### config.mk
export PLATFORM = sky130hd
export DESIGN_NAME = inst_encoder_loader
export DESIGN_NICKNAME = d
export VERILOG_FILES = /design/src/rtl/inst_encoder_loader.sv
export SDC_FILE = /design/constraint.sdc
export NUM_CORES = 1
export LEC_CHECK = 0
export ABC_AREA = 1
export CORE_ASPECT_RATIO = 0.8
export CORE_UTILIZATION = 50
export DETAILED_ROUTE_END_ITERATION = 10
export HOLD_SLACK_MARGIN = 0.02
export PLACE_DENSITY = 0.76
export SYNTH_ARGS = -nofsm -noshare
export SYNTH_HDL_FRONTEND = slang
export SYNTH_SLANG_ARGS = --single-unit
### constraint.sdc
create_clock -name clk -period 2.2 [get_ports clk]
set_input_delay 0.33 -clock clk [delete_from_list [all_inputs] [get_ports clk]]
set_output_delay 0.33 -clock clk [all_outputs]
set_load 0.01 [all_outputs]
### src/rtl/inst_encoder_loader.sv
// Program loader: encodes decoded SIMPLE instruction fields into 16-bit words, queues them
// in a small FIFO and writes them one by one into instruction memory until HLT lands.
module inst_encoder_loader #(
  parameter int ADDR_W    = 8,
  parameter int BASE_ADDR = 0,
  parameter int DEPTH     = 4
) (
  input  logic              clk,
  input  logic              rst_n,
  input  logic              start,
  input  logic              fld_valid,
  output logic              fld_ready,
  input  logic [1:0]        fld_class,
  input  logic [3:0]        fld_op,
  input  logic [2:0]        fld_ra,
  input  logic [2:0]        fld_rb,
  input  logic [7:0]        fld_imm,
  output logic              imem_we,
  input  logic              imem_ready,
  output logic [ADDR_W-1:0] imem_addr,
  output logic [15:0]       imem_wdata,
  output logic              busy,
  output logic              done,
  output logic              err,
  output logic [1:0]        err_code,
  output logic [ADDR_W:0]   word_cnt,
  output logic [1:0]        dbg_state
);

  localparam int PTR_W = $clog2(DEPTH);
  localparam logic [PTR_W:0] FULL_CNT = (PTR_W+1)'(DEPTH);

  typedef enum logic [1:0] {S_IDLE, S_LOAD, S_DONE, S_ERR} state_t;

  state_t             r_state, w_state_nxt;
  logic [16:0]        r_fifo [DEPTH];
  logic [PTR_W-1:0]   r_wptr, r_rptr;
  logic [PTR_W:0]     r_count;
  logic               r_halt_acc;
  logic               r_we;
  logic               r_wr_hlt;
  logic [ADDR_W-1:0]  r_addr, r_wr_addr;
  logic [15:0]        r_wdata;
  logic [ADDR_W:0]    r_cnt;
  logic [1:0]         r_err_code;

  logic [15:0]        w_word;
  logic               w_legal, w_is_hlt;
  logic               w_accept, w_push, w_pop, w_wr_done, w_enter_err;

  // Handshakes: a bundle (or an imem write) transfers on the rising edge where valid/we and
  // ready are both high; the offering side holds its payload stable until that edge.
  assign fld_ready = (r_state == S_LOAD) & (r_count != FULL_CNT) & ~r_halt_acc & ~start;
  assign w_accept  = fld_valid & fld_ready;
  assign w_push    = w_accept & w_legal;
  assign w_pop     = (r_state == S_LOAD) & ~r_we & (r_count != '0);
  assign w_wr_done = r_we & imem_ready;

  always_comb begin
    w_word   = {fld_class, fld_ra, fld_rb, fld_imm};
    w_legal  = 1'b1;
    w_is_hlt = 1'b0;
    case (fld_class)
      2'b10: begin
        w_legal = (fld_op[2:0] == 3'b000) || (fld_op[2:0] == 3'b100) || (fld_op[2:0] == 3'b111);
        // Unconditional branch carries no condition register
        w_word  = {2'b10, fld_op[2:0], (fld_op[2:0] == 3'b100) ? 3'b000 : fld_rb, fld_imm};
      end
      2'b11: begin
        w_legal  = (fld_op != 4'b0111) && (fld_op != 4'b1110);
        w_is_hlt = (fld_op == 4'b1111);
        w_word   = {2'b11, fld_ra, fld_rb, fld_op,
                    (fld_op[3:2] == 2'b10) ? fld_imm[3:0] : 4'b0000};
      end
      default: ;
    endcase
  end

  always_comb begin
    w_state_nxt = r_state;
    w_enter_err = 1'b0;
    if (start) begin
      w_state_nxt = S_LOAD;
    end else if (r_state == S_LOAD) begin
      if (w_accept && !w_legal) begin
        w_state_nxt = S_ERR;
        w_enter_err = 1'b1;
      end else if (w_wr_done && r_wr_hlt) begin
        w_state_nxt = S_DONE;
      end else if (w_wr_done && (r_wr_addr == '1)) begin
        w_state_nxt = S_ERR;
        w_enter_err = 1'b1;
      end
    end
  end

  always_ff @(posedge clk or negedge rst_n) begin
    if (!rst_n) r_state <= S_IDLE;
    else        r_state <= w_state_nxt;
  end

  always_ff @(posedge clk) begin
    if (w_push) r_fifo[r_wptr] <= {w_is_hlt, w_word};
  end

  always_ff @(posedge clk or negedge rst_n) begin
    if (!rst_n) begin
      r_wptr     <= '0;
      r_rptr     <= '0;
      r_count    <= '0;
      r_halt_acc <= 1'b0;
      r_we       <= 1'b0;
      r_wr_hlt   <= 1'b0;
      r_addr     <= ADDR_W'(BASE_ADDR);
      r_wr_addr  <= '0;
      r_wdata    <= '0;
      r_cnt      <= '0;
      r_err_code <= 2'b00;
    end else if (start) begin
      r_wptr     <= '0;
      r_rptr     <= '0;
      r_count    <= '0;
      r_halt_acc <= 1'b0;
      r_we       <= 1'b0;
      r_addr     <= ADDR_W'(BASE_ADDR);
      r_cnt      <= '0;
      r_err_code <= 2'b00;
    end else begin
      if (w_push) begin
        r_wptr <= r_wptr + 1'b1;
        if (w_is_hlt) r_halt_acc <= 1'b1;
      end
      if (w_pop) begin
        {r_wr_hlt, r_wdata} <= r_fifo[r_rptr];
        r_wr_addr <= r_addr;
        r_we      <= 1'b1;
        r_rptr    <= r_rptr + 1'b1;
      end
      r_count <= r_count + {{PTR_W{1'b0}}, w_push} - {{PTR_W{1'b0}}, w_pop};
      if (w_wr_done) begin
        r_we   <= 1'b0;
        r_addr <= r_addr + 1'b1;
        r_cnt  <= r_cnt + 1'b1;
      end
      // Abort: discard everything still queued and any write not yet completed
      if (w_enter_err) begin
        r_wptr     <= '0;
        r_rptr     <= '0;
        r_count    <= '0;
        r_we       <= 1'b0;
        r_err_code <= (w_accept && !w_legal) ? 2'b01 : 2'b10;
      end
    end
  end

  assign imem_we    = r_we;
  assign imem_addr  = r_wr_addr;
  assign imem_wdata = r_wdata;
  assign busy       = (r_state == S_LOAD);
  assign done       = (r_state == S_DONE);
  assign err        = (r_state == S_ERR);
  assign err_code   = r_err_code;
  assign word_cnt   = r_cnt;
  assign dbg_state  = r_state;

endmodule

# After elaboration in Yosys (flattened, before gate mapping)
# Memories as Yosys holds them, arrays and structs flattened. A register that Yosys moved wholly into a read port is not among the register bits.
# Index checks and enable logic that the tools add are counted.
[totals] mem_count=1 in_bits=25 ramBits=68 reg_bits=38
[op_classes] eq_ne=13 bitwise_logic=11 n_addsub=6 n_mux=39 reduce_logical=22
[memory_table] memory="r_fifo" depth=4 word_bits=17 rd=1 rd_clocked_by_memory_dff=1 wr=1 line="36" text="logic [16:0] r_fifo [DEPTH];"
[op_table] cell="one-hot mux 16 bit (2 select lines)" n=1
[op_table] cell="2-to-1 mux 2 bit" n=14
[op_table] cell="2-to-1 mux 9 bit" n=2
[op_table] cell="2-to-1 mux 8 bit" n=2
[op_table] cell="2-to-1 mux 1 bit" n=15
[op_table] cell="== test 2 bit (second input constant)" n=5
[op_table] cell="nonzero test 2 bit" n=5
[op_table] cell="adder 9 x 1 -> 9 bit (second input constant)" n=1
[op_table] cell="2-to-1 mux 3 bit" n=3
[op_table] cell="nonzero test 3 bit" n=3
[op_table] cell="adder 8 x 1 -> 8 bit (second input constant)" n=1
[op_table] cell="AND 1 bit" n=8
[op_table] cell="== test 8 bit (second input constant)" n=1
[op_table] cell="nonzero test 4 bit" n=2
[op_table] cell="== test 3 bit (second input constant)" n=2
[op_table] cell="AND reduction 2 bit" n=3
[op_table] cell="adder 2 x 1 -> 2 bit (second input constant)" n=2
[op_table] cell="== test 4 bit (second input constant)" n=1
[op_table] cell="logical AND 1 bit" n=4
[op_table] cell="2-to-1 mux 4 bit" n=1
[op_table] cell="inequality test 4 x 3 -> 1 bit (second input constant)" n=1
[op_table] cell="inequality test 4 bit (second input constant)" n=1
[op_table] cell="adder 3 x 1 -> 3 bit" n=1
[op_table] cell="logical NOT 3 bit" n=1
[op_table] cell="other kinds (7)" n=11

# Logic depth before layout (Yosys ltp)
# Gate-level depths: netlist of run 1.
[logic_depth] ltp_word=11 depth_mapped=14

# Least setup slack after synthesis of run 1
# OpenSTA, ideal clock, no wires.
[synth_path] path_kind="register to register" from="register r_state[1], in the netlist dbg_state[1]" to="register r_count[2]" setup_ns=0.071 n_path_buf=0 path_stages_with_launch=14 slack_ns=-0.031 arrival_time_ns=2.160 synth_period_minus_slack_ns=2.231 t_required_ns=2.129 path_cell_list="dfrtp_1 > inv_1 > nand2_2 > nor2_1 > nand3_1 > nor2_2 > inv_2 > ha_1 > inv_1 > ha_1 > inv_1 > fa_1 > xor2_1 > nor2_1"
[synth_between] elab_chain_len=11
[synth_rtl] element="start: declaration" line="35" text="state_t r_state, w_state_nxt;"
[synth_rtl] element="start signal: assignment" line="99" text="else r_state <= w_state_nxt;"
[synth_rtl] element="== test 2 x 1 -> 1 bit (*)" line="53, 56, 84"
[synth_rtl] element="parallel branches: the longest is 8 deep, another holds adder 3 x 1 -> 3 bit"
[synth_rtl] element="2-to-1 mux 3 bit (*)" line="146" text="if (w_enter_err) begin"
[synth_rtl] element="2-to-1 mux 3 bit (*)" line="119" text="end else if (start) begin"
[synth_rtl] element="end signal: assignment" line="139" text="r_count <= r_count + {{PTR_W{1'b0}}, w_push} - {{PTR_W{1'b0}}, w_pop};"
[synth_rtl] element="end: declaration" line="38" text="logic [PTR_W:0] r_count;"
# Mark *: on every way between the ends.
# A chain may end at the register's enable or synchronous reset.

# Worst setup path in the final report of run 1
# Same ends and word-level chain as after synthesis.

==> results of run 1 <==
[cell usage in the layout (no fill, tap or decap), types with 3 or more instances in the layout]
| master | Yosys | final |
|---|---|---|
| sky130_fd_sc_hd__clkdlybuf4s50_1 | 0 | 58 |
| sky130_fd_sc_hd__a21oi_1 | 17 | 17 |
| sky130_fd_sc_hd__dfrtp_1 | 55 | 54 |
| sky130_fd_sc_hd__dlymetal6s2s_1 | 0 | 5 |
| sky130_fd_sc_hd__o21a_1 | 5 | 5 |
| sky130_fd_sc_hd__xor2_1 | 5 | 5 |
| sky130_fd_sc_hd__clkinv_4 | 0 | 3 |
| sky130_fd_sc_hd__nor2_1 | 94 | 92 |
| sky130_fd_sc_hd__edfxtp_1 | 68 | 68 |
| sky130_fd_sc_hd__inv_4 | 1 | 4 |
| sky130_fd_sc_hd__buf_12 | 0 | 4 |
| sky130_fd_sc_hd__nor2_4 | 1 | 3 |
| sky130_fd_sc_hd__buf_4 | 2 | 29 |
| sky130_fd_sc_hd__inv_1 | 44 | 38 |
| sky130_fd_sc_hd__inv_2 | 3 | 8 |
| sky130_fd_sc_hd__nand2_1 | 103 | 101 |
| sky130_fd_sc_hd__nand3_1 | 16 | 15 |
| sky130_fd_sc_hd__o21ai_0 | 50 | 50 |
| sky130_fd_sc_hd__clkbuf_16 | 0 | 19 |
| sky130_fd_sc_hd__ha_1 | 8 | 6 |
| sky130_fd_sc_hd__nand2_2 | 3 | 4 |
| sky130_fd_sc_hd__nor3_1 | 8 | 8 |
| sky130_fd_sc_hd__o32ai_1 | 17 | 17 |
[cells by family after synthesis]
| group | share of synthesized area (%) |
|---|---|
| xor gates and xnor gates | 0.971 |
| buffers and inverters | 5.80 |
| AOI/OAI and AO/OA | 9.89 |
| and+or+nand+nor | 18.0 |
| DFF | 63.1 |
| adders and majority gates | 2.22 |
[report_power, final]
| part | leakage [uW] | switching (uW) | internal, uW |
|---|---|---|---|
| Combinational | 0.00134 | 1200 | 966 |
| Clock | 0.000295 | 1050 | 1730 |
| Sequential | 0.00134 | 198 | 2750 |
| Total | 0.00297 | 2450 | 5440 |
[what timing repair did]
item / 4_1_cts / 5_1_grt
pin swaps: 3 / 5
endpoints found under the setup margin: 2 / 2
hold buffers: 1 / 0
buffers inserted: 3 / 2
gates resized for setup: 8 / 18
endpoints found under the hold margin: 18 / 0
[Yosys cell counts]
master,count
sky130_fd_sc_hd__nand2_1,103
sky130_fd_sc_hd__nor2_1,94
sky130_fd_sc_hd__edfxtp_1,68
sky130_fd_sc_hd__dfrtp_1,55
sky130_fd_sc_hd__o21ai_0,50
sky130_fd_sc_hd__inv_1,44
sky130_fd_sc_hd__a21oi_1,17
sky130_fd_sc_hd__o32ai_1,17
sky130_fd_sc_hd__nand3_1,16
sky130_fd_sc_hd__clkbuf_1,13
sky130_fd_sc_hd__ha_1,8
sky130_fd_sc_hd__nor3_1,8
sky130_fd_sc_hd__o21a_1,5
sky130_fd_sc_hd__xor2_1,5
sky130_fd_sc_hd__buf_2,4
sky130_fd_sc_hd__buf_6,3
sky130_fd_sc_hd__inv_2,3
sky130_fd_sc_hd__nand2_2,3
sky130_fd_sc_hd__buf_4,2
sky130_fd_sc_hd__clkbuf_2,2
sky130_fd_sc_hd__nand4_1,2
sky130_fd_sc_hd__nor2_2,2
sky130_fd_sc_hd__nor3_2,2
sky130_fd_sc_hd__clkinv_1,1
sky130_fd_sc_hd__fa_1,1
sky130_fd_sc_hd__inv_4,1
sky130_fd_sc_hd__nand2_4,1
sky130_fd_sc_hd__nand3b_1,1
sky130_fd_sc_hd__nor2_4,1
sky130_fd_sc_hd__nor2_8,1
sky130_fd_sc_hd__o21ai_1,1
sky130_fd_sc_hd__o21ai_2,1
sky130_fd_sc_hd__xnor2_1,1
[how the worst min path moves through the flow]
stage / endpoint / slack, ps
3_5_place_dp: r_addr[5]$_DFFE_PN0P_ / 310
5_1_grt: r_fifo[2][15]$_DFFE_PP_ / 380
2_1_floorplan: dbg_state[0]$_DFFE_PN0P_ / 30
3_3_place_gp: r_addr[6]$_DFFE_PN0P_ / 300
4_1_cts: r_addr[5]$_DFFE_PN0P_ / 410
6_report: r_fifo[2][15]$_DFFE_PP_ / 360
[stage by stage]
step | util (%) | instances | setup TNS [ps] | setup slack [ps] | total power [uW]
5_1_grt | 68.2 | 784 | -12.6 | -12.6 | 8270
3_3_place_gp | 61.3 | 746 | -679 | -358 | 4930
3_5_place_dp | 61.3 | 746 | -8570 | -513 | 5000
6_report | 68.2 | 784 | 0 | 120 | 7890
2_1_floorplan | - | 536 | 0 | 7.84 | 4150
4_1_cts | 67.4 | 782 | 0 | 12.0 | 7830
[sequential cells by signal, summed over array words and instances, names as in the netlist]
register    cells
word_cnt        9
err_code        2
r_addr          8
imem_we         1
r_rptr          2
dbg_state       2
r_fifo         68
r_count         3
r_halt_acc      1
imem_wdata     16
r_wr_hlt        1
r_wptr          2
imem_addr       8
[layer usage]
layer	track usage, %	routed length (um)
met5	0	0
met4	12.2	323
met3	4.25	656
met2	39.4	6100
met1	30.1	5440
[final cells by class]
cell class                      count  share of cell area, %
Multi-Input combinational cell    340                   24.5
Clock inverter                     11                   1.46
Timing Repair Buffer              100                   13.7
Sequential cell                   123                   48.2
Inverter                           49                   2.66
Clock buffer                       21                   6.95
Tap cell                          140                   2.47
[worst max-delay path: stages, from the launching register on]
cell and delay, ps:
sky130_fd_sc_hd__dfrtp_1 390, sky130_fd_sc_hd__inv_2 90, sky130_fd_sc_hd__nand2_4 80, sky130_fd_sc_hd__nor2_4 130, sky130_fd_sc_hd__nand3_2 90, sky130_fd_sc_hd__nor2_4 100, sky130_fd_sc_hd__inv_2 60, sky130_fd_sc_hd__ha_4 210
sky130_fd_sc_hd__inv_4 50, sky130_fd_sc_hd__ha_4 120, sky130_fd_sc_hd__inv_2 40, sky130_fd_sc_hd__fa_2 350, sky130_fd_sc_hd__xor2_1 170, sky130_fd_sc_hd__nor2_1 140
==> report_table.html, run 1 <==
<table>
<tr><th>Metric</th><th>Value</th></tr>
<tr><th colspan="2">Run status</th></tr>
<tr><td>Status</td><td>finished clean</td></tr>
<tr><th colspan="2">Final layout</th></tr>
<tr><td>Number of fill cells</td><td>757</td></tr>
<tr><td>Finished layout cell area</td><td>7090 um2</td></tr>
<tr><td>Number of nets in the layout</td><td>665</td></tr>
<tr><td>Multi-input combinational cell area</td><td>1740 um2</td></tr>
<tr><td>Synthesis-to-layout area growth</td><td>31.0%</td></tr>
<tr><td>Share of cells above drive strength 1</td><td>14.8%</td></tr>
<tr><td>FF/Latch Area</td><td>3420 um2</td></tr>
<tr><td>Inserted Diodes</td><td>0</td></tr>
<tr><th colspan="2">Timing</th></tr>
<tr><td>Slew at the pin with the worst max-slew slack</td><td>506 ps</td></tr>
<tr><td>Max-slew headroom at the worst pin</td><td>65.9%</td></tr>
<tr><td>Setup-violating endpoint count in the final report</td><td>0</td></tr>
<tr><td>Period utilization</td><td>94.5%</td></tr>
<tr><td>Maximum operating frequency</td><td>481 MHz</td></tr>
<tr><td>Max-slew violations</td><td>0</td></tr>
<tr><td>Final number of hold-violating endpoints</td><td>0</td></tr>
<tr><td>Hold Worst Slack</td><td>363 ps</td></tr>
<tr><td>Min Clock Period, post-route</td><td>2080 ps</td></tr>
<tr><td>Largest clock skew in the final design</td><td>11.3 ps</td></tr>
<tr><th colspan="2">Floorplan</th></tr>
<tr><td>Site Rows</td><td>33</td></tr>
<tr><td>Placeable core region</td><td>10400 um2</td></tr>
<tr><td>Vertical extent of the die</td><td>95.1 um</td></tr>
<tr><td>Die ar.</td><td>11300 um2</td></tr>
<tr><td>Die Span X</td><td>118 um</td></tr>
<tr><td>Starting utilization of the core area</td><td>52.0%</td></tr>
<tr><td>Number of top-level design ports</td><td>67</td></tr>
<tr><th colspan="2">Setup path</th></tr>
<tr><td>Reg2reg path depth</td><td>13</td></tr>
<tr><td>Critical path startpoint</td><td>dbg_state[1]$_DFFE_PN0P_</td></tr>
<tr><td>Element type at the critical path end</td><td>register</td></tr>
<tr><td>CP arrival</td><td>2420 ps</td></tr>
<tr><td>RR Endpoint</td><td>r_count[2]$_DFF_PN0_</td></tr>
<tr><td>R2r startpoint</td><td>dbg_state[1]$_DFFE_PN0P_</td></tr>
<tr><td>Maximum net fanout on the critical path</td><td>3</td></tr>
<tr><td>Worst setup path end</td><td>r_count[2]$_DFF_PN0_</td></tr>
<tr><td>Type of origin of the critical path</td><td>register</td></tr>
<tr><td>Setup slack of the most critical reg-to-reg path</td><td>120 ps</td></tr>
<tr><td>Category of the critical setup timing path</td><td>reg -&gt; reg</td></tr>
<tr><td>Required @ worst endpoint</td><td>2540 ps</td></tr>
<tr><th colspan="2">Drt</th></tr>
<tr><td>First drt pass iteration count</td><td>5</td></tr>
<tr><td>Final antenna-violating net count</td><td>0</td></tr>
<tr><td>Detailed Route WL</td><td>12500 um</td></tr>
<tr><td>DRC marker count from the first detailed-route iteration</td><td>293</td></tr>
<tr><td>DRC Markers</td><td>0</td></tr>
<tr><td>Routed wire per std cell</td><td>16.0 um</td></tr>
<tr><td>Detailed-route vias per instance</td><td>5.36</td></tr>
<tr><td>Vias after detailed routing</td><td>4201</td></tr>
<tr><th colspan="2">Clocking</th></tr>
<tr><td>Clk Latency, worst-skew pair</td><td>420 ps</td></tr>
<tr><td>Clock sink total</td><td>123</td></tr>
<tr><td>Clock slew at the register clock pins of the worst setup and hold paths</td><td>50 ps</td></tr>
<tr><td>Inserted Clock Buffers</td><td>17</td></tr>
<tr><td>Clock Tree Root</td><td>sky130_fd_sc_hd__clkbuf_16</td></tr>
<tr><td>Clock buffer depth</td><td>2</td></tr>
<tr><td>TritonCTS clock tree</td><td>yes</td></tr>
<tr><td>CTS H-Tree Depth</td><td>4</td></tr>
<tr><th colspan="2">Logic synthesis</th></tr>
<tr><td>Synthesized area per cell</td><td>10.1 um2</td></tr>
<tr><td>Sequential share of the synthesized area</td><td>63.1%</td></tr>
<tr><td>Area of the mapped netlist</td><td>5410 um2</td></tr>
<tr><td>Netlist cell types</td><td>33</td></tr>
<tr><td>Cell taking the most area after synthesis</td><td>sky130_fd_sc_hd__edfxtp_1</td></tr>
<tr><td>Synthesized instance count</td><td>536</td></tr>
<tr><td>Synthesized netlist net count</td><td>570</td></tr>
<tr><td>Cell types occupying the most area after synthesis</td><td>sky130_fd_sc_hd__edfxtp_1, sky130_fd_sc_hd__dfrtp_1, sky130_fd_sc_hd__nand2_1, sky130_fd_sc_hd__nor2_1, sky130_fd_sc_hd__o21ai_0</td></tr>
<tr><td>Synthesis-stage register bit count</td><td>123</td></tr>
<tr><td>Yosys warns</td><td>0</td></tr>
<tr><td>Top-area cell type share of the netlist area</td><td>37.7%</td></tr>
<tr><th colspan="2">Worst hold path</th></tr>
<tr><td>Path type of the worst min-delay path</td><td>in -&gt; reg</td></tr>
<tr><td>Hold path start</td><td>fld_class[1]</td></tr>
<tr><td>Worst hold path cell count</td><td>2</td></tr>
<tr><th colspan="2">Pwr</th></tr>
<tr><td>Worst IR Drop VDD</td><td>0.731 mV</td></tr>
<tr><td>Total power per unit cell area</td><td>1110 nW/um2</td></tr>
<tr><td>Standby leakage power</td><td>0.00297 uW</td></tr>
<tr><th colspan="2">Job</th></tr>
<tr><td>Max Cap Violations</td><td>0</td></tr>
<tr><th colspan="2">GRT</th></tr>
<tr><td>Total global routing overflow</td><td>0</td></tr>
<tr><td>Number of global-route vias before repair</td><td>3957</td></tr>
<tr><td>Initial antenna violation count</td><td>0</td></tr>
<tr><td>Total routing usage reported by global routing</td><td>23.6%</td></tr>
<tr><td>Maximum number of pins on one net before global-route repair</td><td>36</td></tr>
<tr><td>Global-route wire length before repair</td><td>19900 um</td></tr>
<tr><th colspan="2">Place</th></tr>
<tr><td>Placement-stage cell area</td><td>6380 um2</td></tr>
<tr><td>Last weighted congestion value of the routability-driven placer</td><td>0.863</td></tr>
<tr><td>Count of buffers from port buffering</td><td>66</td></tr>
<tr><td>Sum of net half-perimeters after detailed placement</td><td>7780 um</td></tr>
</table>
(Power assumes the default switching activity.)
==> inputs of run 2 (changes only) <==
Settings changed: CAP_MARGIN set to 0, GPL_TIMING_DRIVEN set to 0.
Clock period 2.2 ns to 1.8 ns, I/O delays scaled along.
==> run 2 against run 1 <==
  * The flow now finishes with violations (negative setup slack)
  * Non-clock buffer count increased by 6
  * Sequential power increased by 23%
  * Sequential cell count unchanged
  * Worst hold slack got worse by 59 ps
  * First-iteration DRC count increased by 31%
==> report_table.html, run 2 (synthesized netlist as in run 1, its figures left out) <==
<table>
<tr><th>Metric</th><th>Value</th></tr>
<tr><th colspan="2">Clocking</th></tr>
<tr><td>Clock sink total</td><td>123 (unchanged)</td></tr>
<tr><td>Clock Tree Root</td><td>sky130_fd_sc_hd__clkbuf_16 (unchanged)</td></tr>
<tr><td>Clock slew at the register clock pins of the worst setup and hold paths</td><td>50 ps (about the same)</td></tr>
<tr><td>Clock buffer depth</td><td>2 (unchanged)</td></tr>
<tr><td>CTS H-Tree Depth</td><td>4 (unchanged)</td></tr>
<tr><td>Clk Latency, worst-skew pair</td><td>410 ps (was 420 ps)</td></tr>
<tr><td>Inserted Clock Buffers</td><td>17 (unchanged)</td></tr>
<tr><td>TritonCTS clock tree</td><td>yes (unchanged)</td></tr>
<tr><th colspan="2">Setup path</th></tr>
<tr><td>Maximum net fanout on the critical path</td><td>3 (unchanged)</td></tr>
<tr><td>Cells traversed along the worst timing path</td><td>clkdlybuf4s50_1, inv_1, nor2_2, nand3_2, nand2_4, nor2_4, inv_6, ha_4, inv_2, ha_4, inv_2, fa_2, nor2_2 (was inv_2, nand2_4, nor2_4, nand3_2, nor2_4, inv_2, ha_4, inv_4, ha_4, inv_2, fa_2, xor2_1, nor2_1)</td></tr>
<tr><td>Cell with the largest stage delay on the worst path</td><td>sky130_fd_sc_hd__fa_2 (was sky130_fd_sc_hd__dfrtp_1)</td></tr>
<tr><td>Longest individual stage delay on the worst path</td><td>520 ps (was 390 ps)</td></tr>
<tr><td>Element type at the critical path end</td><td>register (unchanged)</td></tr>
<tr><td>Category of the critical setup timing path</td><td>in -&gt; reg (was reg -&gt; reg)</td></tr>
<tr><td>Required @ worst endpoint</td><td>2100 ps (was 2540 ps)</td></tr>
<tr><td>CP arrival</td><td>2350 ps (was 2420 ps)</td></tr>
<tr><td>Buffering stage count on the worst path with inverters included</td><td>5 (was 4)</td></tr>
<tr><td>Family with the most delay on the worst path</td><td>adder cells (unchanged)</td></tr>
<tr><td>Type of origin of the critical path</td><td>primary input (was register)</td></tr>
<tr><th colspan="2">GRT</th></tr>
<tr><td>Total routing usage reported by global routing</td><td>25.0% (was 23.6%)</td></tr>
<tr><td>Total global routing overflow</td><td>0 (unchanged)</td></tr>
<tr><td>Initial antenna violation count</td><td>0 (unchanged)</td></tr>
<tr><td>Global-route wire length before repair</td><td>21000 um (was 19900 um)</td></tr>
<tr><td>Maximum number of pins on one net before global-route repair</td><td>42 (was 36)</td></tr>
<tr><td>Number of global-route vias before repair</td><td>4142 (was 3957)</td></tr>
<tr><th colspan="2">Drt</th></tr>
<tr><td>First drt pass iteration count</td><td>5 (unchanged)</td></tr>
<tr><td>Vias after detailed routing</td><td>4233 (was 4201)</td></tr>
<tr><td>Detailed Route WL</td><td>13100 um (was 12500 um)</td></tr>
<tr><td>Routed wire per std cell</td><td>16.6 um (was 16.0 um)</td></tr>
<tr><td>DRC marker count from the first detailed-route iteration</td><td>383 (was 293)</td></tr>
<tr><td>DRC Markers</td><td>0 (unchanged)</td></tr>
<tr><td>Final antenna-violating net count</td><td>0 (unchanged)</td></tr>
<tr><td>Detailed-route vias per instance</td><td>5.37 (was 5.36)</td></tr>
<tr><th colspan="2">Final layout</th></tr>
<tr><td>Commonest non-fill, non-tap cells in the layout</td><td>sky130_fd_sc_hd__nand2_1, sky130_fd_sc_hd__nor2_1, sky130_fd_sc_hd__edfxtp_1, sky130_fd_sc_hd__clkdlybuf4s50_1, sky130_fd_sc_hd__dfrtp_1 (unchanged)</td></tr>
<tr><td>Number of flip-flops under the largest register name</td><td>68 (unchanged)</td></tr>
<tr><td>Finished layout cell area</td><td>7130 um2 (was 7090 um2)</td></tr>
<tr><td>Share of cells above drive strength 1</td><td>14.9% (was 14.8%)</td></tr>
<tr><td>Number of fill cells</td><td>771 (was 757)</td></tr>
<tr><td>Synthesis-to-layout area growth</td><td>31.6% (was 31.0%)</td></tr>
<tr><td>Inserted Diodes</td><td>0 (unchanged)</td></tr>
<tr><td>Most common library cell in the layout ignoring fill and taps</td><td>sky130_fd_sc_hd__nand2_1 (unchanged)</td></tr>
<tr><td>Final cell count without fillers</td><td>789 (was 784)</td></tr>
<tr><td>Number of nets in the layout</td><td>671 (was 665)</td></tr>
<tr><td>Register containing the most flip-flops in the final layout</td><td>r_fifo (unchanged)</td></tr>
<tr><th colspan="2">Floorplan</th></tr>
<tr><td>Number of top-level design ports</td><td>67 (unchanged)</td></tr>
<tr><td>Site Rows</td><td>33 (unchanged)</td></tr>
<tr><td>Starting utilization of the core area</td><td>52.0% (unchanged)</td></tr>
<tr><td>Die Span X</td><td>118 um (unchanged)</td></tr>
<tr><td>Vertical extent of the die</td><td>95.1 um (unchanged)</td></tr>
<tr><td>Die ar.</td><td>11300 um2 (unchanged)</td></tr>
<tr><td>Placeable core region</td><td>10400 um2 (unchanged)</td></tr>
<tr><th colspan="2">Worst hold path</th></tr>
<tr><td>Path type of the worst min-delay path</td><td>in -&gt; async (was in -&gt; reg)</td></tr>
<tr><th colspan="2">Timing</th></tr>
<tr><td>Max-slew violations</td><td>0 (unchanged)</td></tr>
<tr><td>RSZ-0062 raised after global routing</td><td>yes</td></tr>
<tr><td>Final number of hold-violating endpoints</td><td>0 (unchanged)</td></tr>
<tr><td>Period utilization</td><td>114%</td></tr>
<tr><td>Setup slack after layout</td><td>-248 ps (was 120 ps)</td></tr>
<tr><td>Largest clock skew in the final design</td><td>6.95 ps (was 11.3 ps)</td></tr>
<tr><td>Min Clock Period, post-route</td><td>2050 ps</td></tr>
<tr><td>Setup TNS</td><td>-496 ps (was 0 ps)</td></tr>
<tr><td>Max-slew headroom at the worst pin</td><td>54.2% (was 65.9%)</td></tr>
<tr><td>Setup-violating endpoint count in the final report</td><td>2 (was 0)</td></tr>
<tr><td>Maximum operating frequency</td><td>488 MHz</td></tr>
<tr><td>Slew at the pin with the worst max-slew slack</td><td>681 ps (was 506 ps)</td></tr>
<tr><th colspan="2">Place</th></tr>
<tr><td>Last weighted congestion value of the routability-driven placer</td><td>0.806 (was 0.863)</td></tr>
<tr><td>Sum of net half-perimeters after detailed placement</td><td>8300 um (was 7780 um)</td></tr>
<tr><td>Placed cells</td><td>743 (was 746)</td></tr>
<tr><td>Worst setup slack after placement</td><td>-960 ps (was -513 ps)</td></tr>
<tr><td>Count of buffers from port buffering</td><td>66 (unchanged)</td></tr>
<tr><td>Placement-stage cell area</td><td>6310 um2 (was 6380 um2)</td></tr>
<tr><th colspan="2">Pwr</th></tr>
<tr><td>Worst IR Drop VDD</td><td>0.866 mV (was 0.731 mV)</td></tr>
<tr><td>Standby leakage power</td><td>0.00296 uW (was 0.00297 uW)</td></tr>
<tr><td>Total power per unit cell area</td><td>1360 nW/um2 (was 1110 nW/um2)</td></tr>
<tr><th colspan="2">Run status</th></tr>
<tr><td>Status</td><td>finished, violations left (was finished clean)</td></tr>
<tr><td>Violations in the final reports</td><td>negative setup slack</td></tr>
<tr><th colspan="2">Job</th></tr>
<tr><td>Max Cap Violations</td><td>0 (unchanged)</td></tr>
</table>
==> run 2: cell types whose count changed in the layout (fill, tap and decap cells not counted), moves of 3 or more <==
cell and change:
sky130_fd_sc_hd__inv_4 -3, sky130_fd_sc_hd__buf_6 +3, sky130_fd_sc_hd__buf_4 -17, sky130_fd_sc_hd__clkinv_4 -3, sky130_fd_sc_hd__nor2_4 +5, sky130_fd_sc_hd__clkbuf_2 +8
sky130_fd_sc_hd__nor2_1 -5, sky130_fd_sc_hd__buf_2 +4, sky130_fd_sc_hd__clkbuf_1 +11
==> run 2: worst reg2reg max path: cells and delay by family (launching register included) <==
kind,cells,cell delay (ps)
fa+ha+maj,3,840
simple gates,5,460
flops,1,390
buf+inv,4,230
==> run 2: power by group <==
group	switching, uW	total [uW]	internal, uW
Combinational	1550	2780	1230
Clock	1150	3290	2140
Sequential	249	3610	3360
Total	2950	9680	6730
==> run 2: repair_timing <==
action	in CTS	in global routing
buffers inserted	8	6
gates resized for setup	18	26
hold buffers	1	0
pin swaps	6	3
cloned	0	0
hold endpoints to repair	14	0
setup endpoints to repair	75	84
==> run 2: path summary, 6_finish.rpt <==
path                                      startpoint                        end  slack [ps]  cells after the start
max                                        fld_op[2]       r_count[1]$_DFF_PN0_        -250                     13
min                                            rst_n      r_addr[5]$_DFFE_PN0P_         300                      2
max reg2reg                 dbg_state[1]$_DFFE_PN0P_       r_count[1]$_DFF_PN0_        -230                     12
min reg2reg                imem_wdata[3]$_DFFE_PN0P_  imem_wdata[3]$_DFFE_PN0P_         520                      2
max in group asynchronous                      rst_n   dbg_state[0]$_DFFE_PN0P_         940                      3
min in group clk                        fld_class[1]    r_fifo[2][15]$_DFFE_PP_         330                      2
==> run 2: final cells by class <==
type                       instances  area [um2]  share of cell area [%]
clock inverter                    10         125                    1.76
clock buffer                      21         440                    6.18
buffer                            24         134                    1.88
multi-input combinational        340        1800                    25.2
tap                              140         175                    2.46
sequential                       123        3420                    48.0
timing repair buffer              82         845                    11.9
inverter                          49         191                    2.69
==> run 2: stage by stage <==
step           hold WS, ps  total power (uW)  utilization, %
3_5_place_dp           206              6270            60.6
2_1_floorplan        -25.6              5130               -
4_1_cts                302              9610            67.7
3_3_place_gp           495              6190            60.5
5_1_grt                335             10200            68.5
6_report               304              9680            68.5
==> run 2: routing by layer <==
layer | vias up | wire length (um) | GRT usage [%]
li1 | 2003 | - | -
met2 | 169 | 6250 | 39.8
met3 | 18 | 903 | 6.46
met4 | 0 | 154 | 8.55
met1 | 2043 | 5760 | 33.8
met5 | - | 0 | 0
